### config.mk
export PLATFORM = sky130hd
export DESIGN_NAME = led_pio_ctrl
export DESIGN_NICKNAME = d
export VERILOG_FILES = /design/src/rtl/led_pio_ctrl.sv
export SDC_FILE = /design/constraint.sdc
export NUM_CORES = 1
export LEC_CHECK = 0
export CAP_MARGIN = 40
export CORE_MARGIN = 1.5
export CORE_UTILIZATION = 30
export DETAILED_ROUTE_END_ITERATION = 12
export PLACE_DENSITY_LB_ADDON = 0.15
export REMOVE_ABC_BUFFERS = 1
export SYNTH_ARGS = -nofsm -noshare
export SYNTH_HDL_FRONTEND = slang
export SYNTH_SLANG_ARGS = --single-unit
### constraint.sdc
create_clock -name clk -period 1.9 [get_ports clk]
set_input_delay 0.475 -clock clk [delete_from_list [all_inputs] [get_ports clk]]
set_output_delay 0.475 -clock clk [all_outputs]
set_load 0.02 [all_outputs]
### src/rtl/led_pio_ctrl.sv
// ---------------------------------------------------------------------------
// led_pio_ctrl
// Avalon-MM output port for board LEDs and other static outputs. Zero-wait
// slave, read latency 0. Supports plain, set, clear and toggle writes to the
// DATA register.
// Optional feature macro: LED_PIO_BLINK_EN
//    defined   -> per-bit blink engine with BLINK_MASK, BLINK_PERIOD, STATUS
//    undefined -> out_port follows DATA, addresses 4..6 read 0
// ---------------------------------------------------------------------------
module led_pio_ctrl #(
   parameter int unsigned      WIDTH        = 26,
   parameter logic [WIDTH-1:0] RESET_VALUE  = {WIDTH{1'b0}},
   parameter logic [31:0]      PERIOD_RESET = 32'h0000_0000
) (
   input  logic             clk,
   input  logic             reset_n,
   input  logic [2:0]       address,
   input  logic             chipselect,
   input  logic             write_n,
   input  logic [31:0]      writedata,
   output logic [31:0]      readdata,
   output logic [WIDTH-1:0] out_port
);

   localparam logic [2:0] ADDR_DATA   = 3'd0;
   localparam logic [2:0] ADDR_SET    = 3'd1;
   localparam logic [2:0] ADDR_CLEAR  = 3'd2;
   localparam logic [2:0] ADDR_TOGGLE = 3'd3;
   localparam logic [2:0] ADDR_MASK   = 3'd4;
   localparam logic [2:0] ADDR_PERIOD = 3'd5;
   localparam logic [2:0] ADDR_STATUS = 3'd6;

   logic             wr_s;
   logic [WIDTH-1:0] wd_s;
   logic [WIDTH-1:0] data_r;
   logic [WIDTH-1:0] data_nxt_s;
   logic [WIDTH-1:0] out_port_r;
   logic [WIDTH-1:0] out_nxt_s;
   logic             unused_s;

   assign wr_s     = chipselect & ~write_n;
   assign wd_s     = writedata[WIDTH-1:0];
   assign out_port = out_port_r;

   // Upper writedata bits and PERIOD_RESET may be unused in some builds.
   assign unused_s = ^{writedata, PERIOD_RESET};

   // Next DATA value: plain, set, clear or toggle write; otherwise hold.
   always_comb begin
      data_nxt_s = data_r;
      if (wr_s) begin
         case (address)
            ADDR_DATA:   data_nxt_s = wd_s;
            ADDR_SET:    data_nxt_s = data_r | wd_s;
            ADDR_CLEAR:  data_nxt_s = data_r & ~wd_s;
            ADDR_TOGGLE: data_nxt_s = data_r ^ wd_s;
            default:     data_nxt_s = data_r;
         endcase
      end else begin
         data_nxt_s = data_r;
      end
   end

   // DATA register and registered output port.
   always_ff @(posedge clk or negedge reset_n) begin
      if (!reset_n) begin
         data_r     <= RESET_VALUE;
         out_port_r <= RESET_VALUE;
      end else begin
         data_r     <= data_nxt_s;
         out_port_r <= out_nxt_s;
      end
   end

`ifdef LED_PIO_BLINK_EN

   logic [WIDTH-1:0] mask_r;
   logic [WIDTH-1:0] mask_nxt_s;
   logic [31:0]      period_r;
   logic [31:0]      period_nxt_s;
   logic [31:0]      cnt_r;
   logic [31:0]      cnt_nxt_s;
   logic             phase_r;
   logic             phase_nxt_s;

   // Next BLINK_MASK value; mask writes never disturb the counter or phase.
   always_comb begin
      mask_nxt_s = mask_r;
      if (wr_s && (address == ADDR_MASK)) begin
         mask_nxt_s = wd_s;
      end else begin
         mask_nxt_s = mask_r;
      end
   end

   // Blink engine: a period write restarts the counter at phase 0 and wins
   // over a coincident expiry; period 0 parks the engine.
   always_comb begin
      period_nxt_s = period_r;
      cnt_nxt_s    = cnt_r;
      phase_nxt_s  = phase_r;
      if (wr_s && (address == ADDR_PERIOD)) begin
         period_nxt_s = writedata;
         cnt_nxt_s    = writedata;
         phase_nxt_s  = 1'b0;
      end else if (period_r == 32'd0) begin
         cnt_nxt_s    = 32'd0;
         phase_nxt_s  = 1'b0;
      end else if (cnt_r == 32'd0) begin
         cnt_nxt_s    = period_r;
         phase_nxt_s  = ~phase_r;
      end else begin
         cnt_nxt_s    = cnt_r - 32'd1;
         phase_nxt_s  = phase_r;
      end
   end

   // Blink engine state registers.
   always_ff @(posedge clk or negedge reset_n) begin
      if (!reset_n) begin
         mask_r   <= {WIDTH{1'b0}};
         period_r <= PERIOD_RESET;
         cnt_r    <= PERIOD_RESET;
         phase_r  <= 1'b0;
      end else begin
         mask_r   <= mask_nxt_s;
         period_r <= period_nxt_s;
         cnt_r    <= cnt_nxt_s;
         phase_r  <= phase_nxt_s;
      end
   end

   // Output value for the next cycle: DATA with blinking bits inverted in phase 1.
   always_comb begin
      out_nxt_s = data_nxt_s ^ (mask_nxt_s & {WIDTH{phase_nxt_s}});
   end

   // Combinational read mux; write-only and reserved addresses read 0.
   always_comb begin
      readdata = 32'h0000_0000;
      case (address)
         ADDR_DATA:   readdata = 32'(data_r);
         ADDR_MASK:   readdata = 32'(mask_r);
         ADDR_PERIOD: readdata = period_r;
         ADDR_STATUS: readdata = {31'd0, phase_r};
         default:     readdata = 32'h0000_0000;
      endcase
   end

`else

   // Without the blink engine the outputs simply follow DATA.
   always_comb begin
      out_nxt_s = data_nxt_s;
   end

   // Combinational read mux; only DATA is readable.
   always_comb begin
      readdata = 32'h0000_0000;
      case (address)
         ADDR_DATA: readdata = 32'(data_r);
         default:   readdata = 32'h0000_0000;
      endcase
   end

`endif

endmodule
==> reports/qor.yml <==
outcome: "completed"
p_seq_share_pct: 32.6
fill_cells: 905
holdWs_ps: 573
first_pass_iters: 4
htreeDepth: 1
synthMuxAreaShare_pct: 11.6
maxSlewViolCount: 0
p_switching_w: 0.00108
endpoint_kind: "flip-flop"
p_int_w: 0.00163
grt_pass1_wl_um: 10900
hpwl_um: 4550
synth-seq-cells: 26
yosysTopAreaCell: "dfrtp_1"
yosysMostFrequentCell: "inv_1"
postRouteAntennaNets: 0
p_per_area_mw_per_mm2: 659
path_cells: "clkdlybuf4s50_1 > inv_1 > ha_1 > mux4_2 > mux2_2"
fin_crit_sh_pct: 98.7
cp_max_fo: 2
dr_wl_met2_um: 3160
cts.clk_slew.worst_paths_ps: 100
setup_tns_ps: 0
die_area_mm2: 0.0101
drv_cap: 0
pwr-share-comb_pct: 53.7
synth_xor_xnor_area_share_pct: 0
routedWlPerCell_um: 13.0
syn_avg_cell_area_um2: 9.25
wl_met1_um: 3360
skew_ps: 0
yosysSeqAreaShare_pct: 22.8
period_needed_ps: 1880
tritoncts: "yes"
clk_latency_ps: 270
p_leak_nw: 2.10
die_h_um: 100
gp_congestion: 0.743
async_flop_share_pct: 100
port_buffers: 84
highest_layer: "met4"
crit_type: "input port to flip-flop"
grt_max_degree: 73
hold_viol: 0
syn_inst: 308
cts_buffer_depth: 2
synth_ff_type: "dfrtp_1"
pre_cts_ws_ps: -699
cp_slowest_cell: "clkdlybuf4s50_1"
cts_root_buf: "clkbuf_8"
synth_compound_area_share_pct: 15.5
start_util_pct: 30.8
hold_class: "input port to asynchronous set/reset pin"
seqCellArea_um2: 651
yosys-top-cells-count: "inv_1 (55), ha_1 (52), and2_1 (26), dfrtp_1 (26)"
setup_viol: 0
multi_input_area_mm2: 0.00191
worst-path-buf-inv: 2
wirelength_um: 6840
yosys_warnings: 0
setup_slack_ps: 25.0
sw_frac_of_total_pct: 39.9
largest_reg_flops: 26
critPathLaunchType: "input port"
tightest_slew_ps: 817
pin_count: 97
grt-ovfl-total: 0
ir_worst_vdd_mv: 0.267
cpLargestDelayFamily: "multiplexers"
via_per_inst: 4.43
synth_edf_count: 0
final_nets: 489
drc: 0
cpPeakStageDelay_ps: 490
synthSimpleGateAreaFrac_pct: 14.1
fmax_mhz: 533
rsz0062_at_grt: "true"
synth_top_area_share_pct: 22.8
vias: 2329
arrival_ps: 2040
cts-hold-fix-buffers: 0
worstPathRequired_ps: 2070
area_growth_pct: 44.5
fin_util_pct: 44.5
synth_top_family_by_area: "adder cells"
grt_use_total_pct: 13.8
layout-drive-gt1-share_pct: 26.2
die_w_um: 100
cts_buffers: 3
antenna_found_initial: 0
slew_headroom_pct: 45.6
synthAdderAreaFrac_pct: 22.8
netlist_area_mm2: 0.00285
n_antenna_cell: 0
clock_sinks: 26
clkPwrFrac_pct: 13.7
first_global_vias: 2171
met3RoutedLength_um: 296
core_area_mm2: 0.00924
synth_area_leaders: "dfrtp_1 (23%), ha_1 (23%), a221oi_2 (11%)"
drtIter0Drc: 62
final_area_mm2: 0.00412
rows: 35
placed_area_mm2: 0.00387
synth_cell_types: 21
## cells by family (layout without fill, tap and decap cells)
group,Yosys count,count (layout)
adders and majority gates,52,52
DFF,26,26
buffers and inverters,78,162
muxes,29,29
and+or+nand+nor,76,76
other,1,6
AOI/OAI and AO/OA,46,46
## per-stage QoR
| stage | cells | power, W |
|---|---|---|
| 2_1_floorplan | 290 | 0.00167 |
| 3_3_place_gp | 517 | 0.00227 |
| 3_5_place_dp | 517 | 0.00231 |
| 4_1_cts | 528 | 0.00276 |
| 5_1_grt | 526 | 0.00294 |
| 6_report | 526 | 0.00271 |
## worst reg2reg max path: cells and delay by family, from the launching register on
kind / cells / cell delay [ps]
fa+ha+maj: 1 / 270
buf+inv: 1 / 60
flops: 1 / 430
mux: 2 / 730
## cell type report
class / count / share of cell area [%]
multi-input cells: 209 / 46.4
flip-flops and latches: 26 / 15.8
repair buffers: 103 / 27.5
clock buffers: 4 / 1.34
inverters: 55 / 5.02
well taps: 129 / 3.92
## routing by layer
metal	up-vias	GRT usage [%]
li1	1189	-
met1	1080	18.8
met2	58	23.5
met3	2	2.08
met4	0	2.28
met5	-	0
## worst paths after layout
kind / start / endpoint / slack, ps / cells past startpoint
worst max register to register: out_port[24]$_DFFE_PN0P_ / out_port[24]$_DFFE_PN0P_ / 310 / 4
worst max-delay path: writedata[24] / out_port[24]$_DFFE_PN0P_ / 20 / 5
max in group asynchronous: reset_n / out_port[19]$_DFFE_PN0P_ / 1050 / 2
min in group clk: out_port[20]$_DFFE_PN0P_ / out_port[20]$_DFFE_PN0P_ / 600 / 1
worst min-delay path: reset_n / out_port[1]$_DFFE_PN0P_ / 570 / 2
worst min register to register: out_port[20]$_DFFE_PN0P_ / out_port[20]$_DFFE_PN0P_ / 600 / 1
## layout by cell type (no fill, tap or decap)
master | synthesis | routed
buf_4 | 10 | 11
and4bb_1 | 1 | 1
a221oi_2 | 20 | 20
mux4_2 | 3 | 3
buf_12 | 0 | 6
and2_1 | 26 | 3
buf_2 | 2 | 2
conb_1 | 1 | 6
mux2_2 | 3 | 3
nor4b_4 | 1 | 1
nor2_1 | 23 | 23
nor3b_4 | 1 | 1
a221oi_1 | 3 | 3
inv_1 | 55 | 55
buf_6 | 5 | 27
clkbuf_8 | 0 | 4
nor3_4 | 0 | 1
dfrtp_1 | 26 | 26
buf_16 | 0 | 2
mux2i_1 | 23 | 23
clkdlybuf4s50_1 | 0 | 51
ha_1 | 52 | 52
nand2_1 | 23 | 23
and2_4 | 0 | 23
o21ai_0 | 23 | 23
dlymetal6s2s_1 | 0 | 4
## timing repair
item / in CTS / in global routing
pin swaps: 1 / 1
resized for setup: 176 / 21
hold endpoints to repair: 0 / 0
buffers inserted: 4 / 0
setup endpoints to repair: 26 / 30
cloned: 3 / 0
## power groups by stage
stage,clock network (W),logic (W),registers [W]
2_1_floorplan,0,0.000645,0.00103
3_3_place_gp,0,0.00138,0.000891
3_5_place_dp,0,0.00142,0.000895
4_1_cts,0.000395,0.00147,0.000890
5_1_grt,0.000410,0.00161,0.000926
6_report,0.000372,0.00146,0.000885
Power figures use the tool's default switching activity.
